===== src/rtl/bcd_pkg.sv =====
// Shared BCD definitions: digit type, digit bounds, countdown FSM states and
// a digit validity helper.
package bcd_pkg;

  typedef logic [3:0] bcd_digit_t;

  localparam bcd_digit_t BCD_MAX = 4'd9;
  localparam bcd_digit_t BCD_MIN = 4'd0;

  typedef enum logic {
    IDLE = 1'b0,
    RUN  = 1'b1
  } cd_state_t;

  // True when a nibble holds a legal decimal digit.
  function automatic logic is_bcd_digit(input bcd_digit_t d);
    return (d <= BCD_MAX);
  endfunction

endpackage


===== src/rtl/decade_down_digit.sv =====
// One BCD decade of the countdown chain: loads a digit, decrements on dec and
// wraps from 0 to 9 so the next decade up sees the borrow.
module decade_down_digit
  import bcd_pkg::*;
(
  input  logic       clk,
  input  logic       reset,
  input  logic       load,
  input  logic [3:0] d,
  input  logic       dec,
  output logic [3:0] q,
  output logic       is_zero
);

  // Digit register: reset > load > decrement with 0 -> 9 wrap.
  always_ff @(posedge clk) begin
    // NOTE: reset is synchronous, so it lives inside the clocked branch and
    // is not in the sensitivity list; <= keeps every flop updating from
    // pre-edge values regardless of statement order.
    if (!reset) begin
      q <= BCD_MIN;
    end else if (load) begin
      q <= d;
    end else if (dec) begin
      q <= (q == BCD_MIN) ? BCD_MAX : q - 4'd1;
    end
  end

  assign is_zero = (q == BCD_MIN);

endmodule


===== src/rtl/bcd_countdown_timer.sv =====
// Multi-digit BCD countdown timer. Digits are chained so each decrements only
// when the ones below it are all zero; the top level owns the IDLE/RUN FSM,
// the done/err pulses and, with COUNTDOWN_AUTORELOAD_EN defined, the reload
// register that restarts the count after it reaches zero.
module bcd_countdown_timer
  import bcd_pkg::*;
#(
  parameter int DIGITS = 4
) (
  input  logic                clk,
  input  logic                reset,
  input  logic                load,
  input  logic [4*DIGITS-1:0] load_val,
  input  logic                start,
  input  logic                stop,
  input  logic                tick,
  output logic [4*DIGITS-1:0] count,
  output logic                running,
  output logic                zero,
  output logic                done,
  output logic                err
);

  cd_state_t           state;
  logic [DIGITS-1:0]   dig_zero;
  logic [DIGITS-1:0]   dig_dec;
  logic [4*DIGITS-1:0] dig_d;
  logic                dig_load;
  logic                load_ok;
  logic                upper_zero;
  logic                count_one;
  logic                do_tick;
  logic                do_dec;
  logic                reload_fire;

  // Validity of the requested load and "count == 1" detection.
  always_comb begin
    // NOTE: every always_comb output gets a default first so no path can
    // leave it unassigned and infer a latch.
    load_ok    = 1'b1;
    upper_zero = 1'b1;
    for (int i = 0; i < DIGITS; i++) begin
      load_ok = load_ok & is_bcd_digit(load_val[4*i +: 4]);
    end
    for (int i = 1; i < DIGITS; i++) begin
      upper_zero = upper_zero & dig_zero[i];
    end
  end

  assign count_one = (count[3:0] == 4'd1) && upper_zero;
  assign zero      = &dig_zero;
  assign running   = (state == RUN);

  // A tick only acts in RUN and when neither load nor stop claims the cycle.
  assign do_tick = tick && (state == RUN) && !load && !stop;
  assign do_dec  = do_tick && !zero;

`ifdef COUNTDOWN_AUTORELOAD_EN
  logic [4*DIGITS-1:0] reload_reg;

  // Reload register follows every accepted load.
  always_ff @(posedge clk) begin
    if (!reset) begin
      reload_reg <= '0;
    end else if (load && load_ok) begin
      reload_reg <= load_val;
    end
  end

  // Zero count while still running means the period ended: restart it.
  assign reload_fire = do_tick && zero;
  assign dig_d       = load ? load_val : reload_reg;
`else
  assign reload_fire = 1'b0;
  assign dig_d       = load_val;
`endif

  assign dig_load = (load && load_ok) || reload_fire;

  // Borrow chain: digit i steps only when all lower digits are zero.
  assign dig_dec[0] = do_dec;
  for (genvar i = 1; i < DIGITS; i++) begin : g_chain
    assign dig_dec[i] = dig_dec[i-1] && dig_zero[i-1];
  end

  for (genvar i = 0; i < DIGITS; i++) begin : g_digit
    decade_down_digit u_digit (
      .clk     (clk),
      .reset   (reset),
      .load    (dig_load),
      .d       (dig_d[4*i +: 4]),
      .dec     (dig_dec[i]),
      .q       (count[4*i +: 4]),
      .is_zero (dig_zero[i])
    );
  end

  // Control FSM and one-cycle done/err pulses, priority load > stop > start > tick.
  always_ff @(posedge clk) begin
    if (!reset) begin
      state <= IDLE;
      done  <= 1'b0;
      err   <= 1'b0;
    end else begin
      done <= 1'b0;
      err  <= 1'b0;
      if (load) begin
        if (load_ok) begin
          state <= IDLE;
        end else begin
          err <= 1'b1;
        end
      end else if (stop) begin
        state <= IDLE;
      end else if (start && (state == IDLE)) begin
        if (!zero) begin
          state <= RUN;
        end
      end else if (do_tick && count_one) begin
        done <= 1'b1;
`ifdef COUNTDOWN_AUTORELOAD_EN
        if (reload_reg == '0) begin
          state <= IDLE;
        end
`else
        state <= IDLE;
`endif
      end
    end
  end

endmodule


===== config.mk =====
export PLATFORM = sky130hd
export DESIGN_NAME = bcd_countdown_timer
export DESIGN_NICKNAME = d
export VERILOG_FILES = /design/src/rtl/bcd_pkg.sv /design/src/rtl/decade_down_digit.sv /design/src/rtl/bcd_countdown_timer.sv
export SDC_FILE = /design/constraint.sdc
export NUM_CORES = 1
export LEC_CHECK = 0
export CAP_MARGIN = 40
export CORE_MARGIN = 2
export CORE_UTILIZATION = 42
export CTS_CLUSTER_SIZE = 30
export DETAILED_ROUTE_END_ITERATION = 10
export HOLD_SLACK_MARGIN = 0.02
export MAX_ROUTING_LAYER = met4
export PLACE_DENSITY = 0.76
export SETUP_SLACK_MARGIN = 0.4
export SYNTH_ARGS = -nofsm -noshare
export SYNTH_HDL_FRONTEND = slang
export SYNTH_HIERARCHICAL = 1
export SYNTH_SLANG_ARGS = --single-unit

===== constraint.sdc =====
create_clock -name clk -period 2.4 [get_ports clk]
set_clock_uncertainty 0.15 [all_clocks]
set_input_delay 0.36 -clock clk [delete_from_list [all_inputs] [get_ports clk]]
set_output_delay 0.36 -clock clk [all_outputs]
set_load 0.05 [all_outputs]

==> out/results.tsv, run 1 <==
stage	metric	value	unit
sta	worst rel slew slack	65.95	%
sta	RSZ-0062 raised after global routing	yes	
worst_setup_path	r2r setup slk	350	ps
place	detailed placer's ending HPWL	2.310	mm
synthesis	EDFF count, synth	0	
worst_hold_path	hold endpoint	running	
synthesis	count leader, synth	o21ai_0	
clocking	CTS root buf	clkbuf_4	
worst_setup_path	FF-to-FF path depth	8	
die	Starting Density	45.12	%
synthesis	async set or reset register ratio after synthesis	0	%
grt	number of global-route vias before repair	1228	
synthesis	sequential-to-total area share from yosys stat	37.39	%
clocking	Worst-path clk slew	120	ps
clocking	number of sinks driven by the clock tree	19	
pwr	Pint	550.8	µW
drt	total number of vias	1280	
grt	grt ovf	0	
sta	Fin. Hold Viols	0	
worst_setup_path	r2r startpoint	g_digit[0].u_digit/q[1]	
pwr	Comb pwr share	38.6	%
sta	Max Clk Rate	487.0	MHz
pwr	Leakage Power	0.0007612	µW
drt	Avg Vias per Cell	5.766	
final_layout	P&R area growth vs syn	85.49	%
die	Ports	42	
worst_setup_path	crit-path max FO	7	
die	Die Wd	53.22	µm
final_layout	# fillers	134	
synthesis	syn avg cell area	8.338	µm²
place	PortBufs	41	
pwr	switching pwr	302.6	µW
sta	fin crit share	85.56	%
worst_setup_path	reg2reg end	g_digit[3].u_digit/q[2]	
worst_setup_path	crit path DAT	2150	ps
synthesis	Synth Flop Type	dfxtp_1	
sta	final slew viol count	0	
synthesis	post-synth top area cell	dfxtp_1	
drt	WL per Instance	16.58	µm
final_layout	post-route cell area	1887	µm²
flow_run	max_cap viols	0	
synthesis	Synth top area share	37.39	%
synthesis	Post-Synth XOR/XNOR Area	0	%
synthesis	Mapped Area	1017	µm²
synthesis	post-synthesis compound-gate area fraction	27.80	%
place	Placed Cells	196	
worst_setup_path	CP Capture Type	register	
grt	first-pass GRT wire length	5.478	mm
grt	initial antenna violation count	0	
pwr	PD cells	452.3	nW/µm²
worst_setup_path	critical path startpoint category	register	
final_layout	register area	441.7	µm²
synthesis	post-synthesis mux area share	0	%
worst_hold_path	Hold Crit Class	reg -> reg	
clocking	CTS buffer count	3	
worst_setup_path	WS Path Type	reg -> reg	
clocking	CTS tree	built	
pwr	worst vdd ir	473.3	µV
grt	gr usage total	27.76	%
synthesis	Synth cell types	24	
sta	setup violators final	0	
die	core area	2255	µm²
synthesis	synth cell count leaders	24 x o21ai_0, 19 x dfxtp_1, 12 x a31oi_1, 8 x a21oi_1, 8 x nor2_1	
run_status	status	finished, final reports clean	
synthesis	largest family of logic cells by synthesized area	simple AND/OR/NAND/NOR gates	
synthesis	area share of fa/ha/maj cells after synthesis	0	%
pwr	Sequential Power Share	40.8	%
drt	drt drc	0	
synthesis	post-synthesis simple-gate area fraction	32.60	%
drt	post-route ant nets	0	
place	routability cong.	0.8314	
synthesis	#FFs+latches synth	19	
clocking	Max Root-Sink Buffers	2	
die	die area	2832	µm²
synthesis	Post-Synthesis Cells	122	
die	Rows	17	
final_layout	post-route insts no fill	222	
sta	minimum clock period	2054	ps
final_layout	Antenna Cells	0	
pwr	Clock power frac	20.7	%
synthesis	Synthesis Warnings	6	
clocking	clk_lat worst skew	320	ps
clocking	hold buffers post-CTS	0	
grt	pin count of the biggest net entering global routing	13	
drt	TritonRoute pass-1 iters	4	
clocking	H-Tree Depth	1	
final_layout	multi-input logic area	735.7	µm²
die	die height	53.22	µm
worst_hold_path	worst hold start	running	
final_layout	share of cells above drive strength 1	38.66	%
final_layout	Layout Nets	217	
place	placed cell area	1632	µm²
pwr	Switching Share	35.45	%
sta	Worst-Margin Slew	512.8	ps
synthesis	syn nets	144	
synthesis	most area-consuming cells after synthesis	dfxtp_1 37%, o21ai_0 12%, a31oi_1 7.4%	
drt	drt initial violations	40	
sta	final hold slack	313.7	ps
worst_setup_path	WP data required	2500	ps
drt	WL final	3.681	mm
worst_hold_path	worst hold stages	2	
how the worst max path moves through the flow:
stage                                    to                     from  cells after the start
floorplan           g_digit[3].u_digit/q[2]  g_digit[1].u_digit/q[2]                      8
global placement    g_digit[3].u_digit/q[2]                     load                      8
detailed placement  g_digit[3].u_digit/q[2]                     load                      8
CTS                 g_digit[3].u_digit/q[2]  g_digit[0].u_digit/q[1]                      8
global route        g_digit[1].u_digit/q[2]                     load                      8
finish              g_digit[3].u_digit/q[2]  g_digit[0].u_digit/q[1]                      8
routing by layer:
layer  up-vias  wire length, µm  track usage (%)
met1       596             1530            31.94
met2        57             1892            47.74
met4         0               57            11.54
met3         5              201            4.237
met5         -                0                -
li1        622                -                -
power groups by stage:
stage / Clock (µW) / Sequential (µW) / Combinational [µW]
after floorplan: 0 / 406 / 95.3
after global placement: 0 / 355 / 257
after detailed placement: 0 / 357 / 260
after CTS: 180 / 347 / 292
after global routing: 193 / 350 / 346
final: 176 / 348 / 329
worst max-delay path: stages, from the launching register on:
cell	delay, ps
dfxtp_4	400
nor4_4	60
and4_4	200
and3b_2	280
nand2_4	70
nor2_4	110
nand2b_4	90
or4b_1	470
a31oi_1	160
through the flow:
step | utilization [%] | setup TNS (ps) | total power, µW | setup slack, ps
CTS | 79.36 | 0 | 819.4 | 371.5
finish | 83.68 | 0 | 853.4 | 346.4
global placement | 72.36 | 0 | 612.6 | 113.3
floorplan | - | 0 | 501.8 | 198.8
global route | 83.68 | 0 | 889.1 | 233.9
detailed placement | 72.36 | -3.259 | 617.2 | -3.259
cells by family (layout without fill, tap and decap cells):
kind of cell	after synthesis	in the layout
compound gates	50	50
flops	19	19
buf+inv	6	78
simple gates	47	47
sequential cells by signal (all words and copies together) (netlist names):
name and cells:
done 1, g_digit.u_digit/q 16, err 1, running 1
layout make-up:
cell class | count | share of cell area (%)
clock buffer | 3 | 1.194
clock inverter | 1 | 0.2653
inverter | 6 | 1.326
multi-input combinational | 97 | 38.99
sequential | 19 | 23.41
tap | 28 | 1.857
timing repair buffer | 68 | 32.96
cells in the final DEF (no fill, tap or decap), types with 2 or more instances in the layout:
cell type         n
or2b_1            4
or3_2             2
or3_4             2
or4_1             3
nor2_1            6
dlygate4sd2_1    17
dfxtp_4          16
o21ai_1           5
a21oi_2           2
clkbuf_4          3
nor4_4            4
o21ai_0          19
o31ai_1           4
clkdlybuf4s50_1  23
buf_6             2
nand2_1           5
a21oi_1           6
or4b_1            3
inv_1             5
dfxtp_1           2
a31oi_1          11
buf_4            24
nand4_1           2
nand2b_4          4
buf_12            2
repair_timing:
action                                 CTS  global route
resized for setup                       22            13
buffers inserted                        16             6
setup endpoints to repair               34            17
endpoints found under the hold margin    0             0
pin swaps                                6             9
Power figures use the tool's default switching activity.
==> run 2, diff against run 1 <==
- CAP_MARGIN: 40 -> default
- GPL_ROUTABILITY_DRIVEN: default -> 0
- GPL_TIMING_DRIVEN: default -> 1
==> results of run 2 <==
No change in the layout: final DEF, timing and power equal those of run 1.
==> run 3, diff against run 2 <==
- CTS_CLUSTER_DIAMETER: default -> 50
- SKIP_LAST_GASP: default -> 1
==> results of run 3 <==
No change in the layout: final DEF, timing and power equal those of run 1.
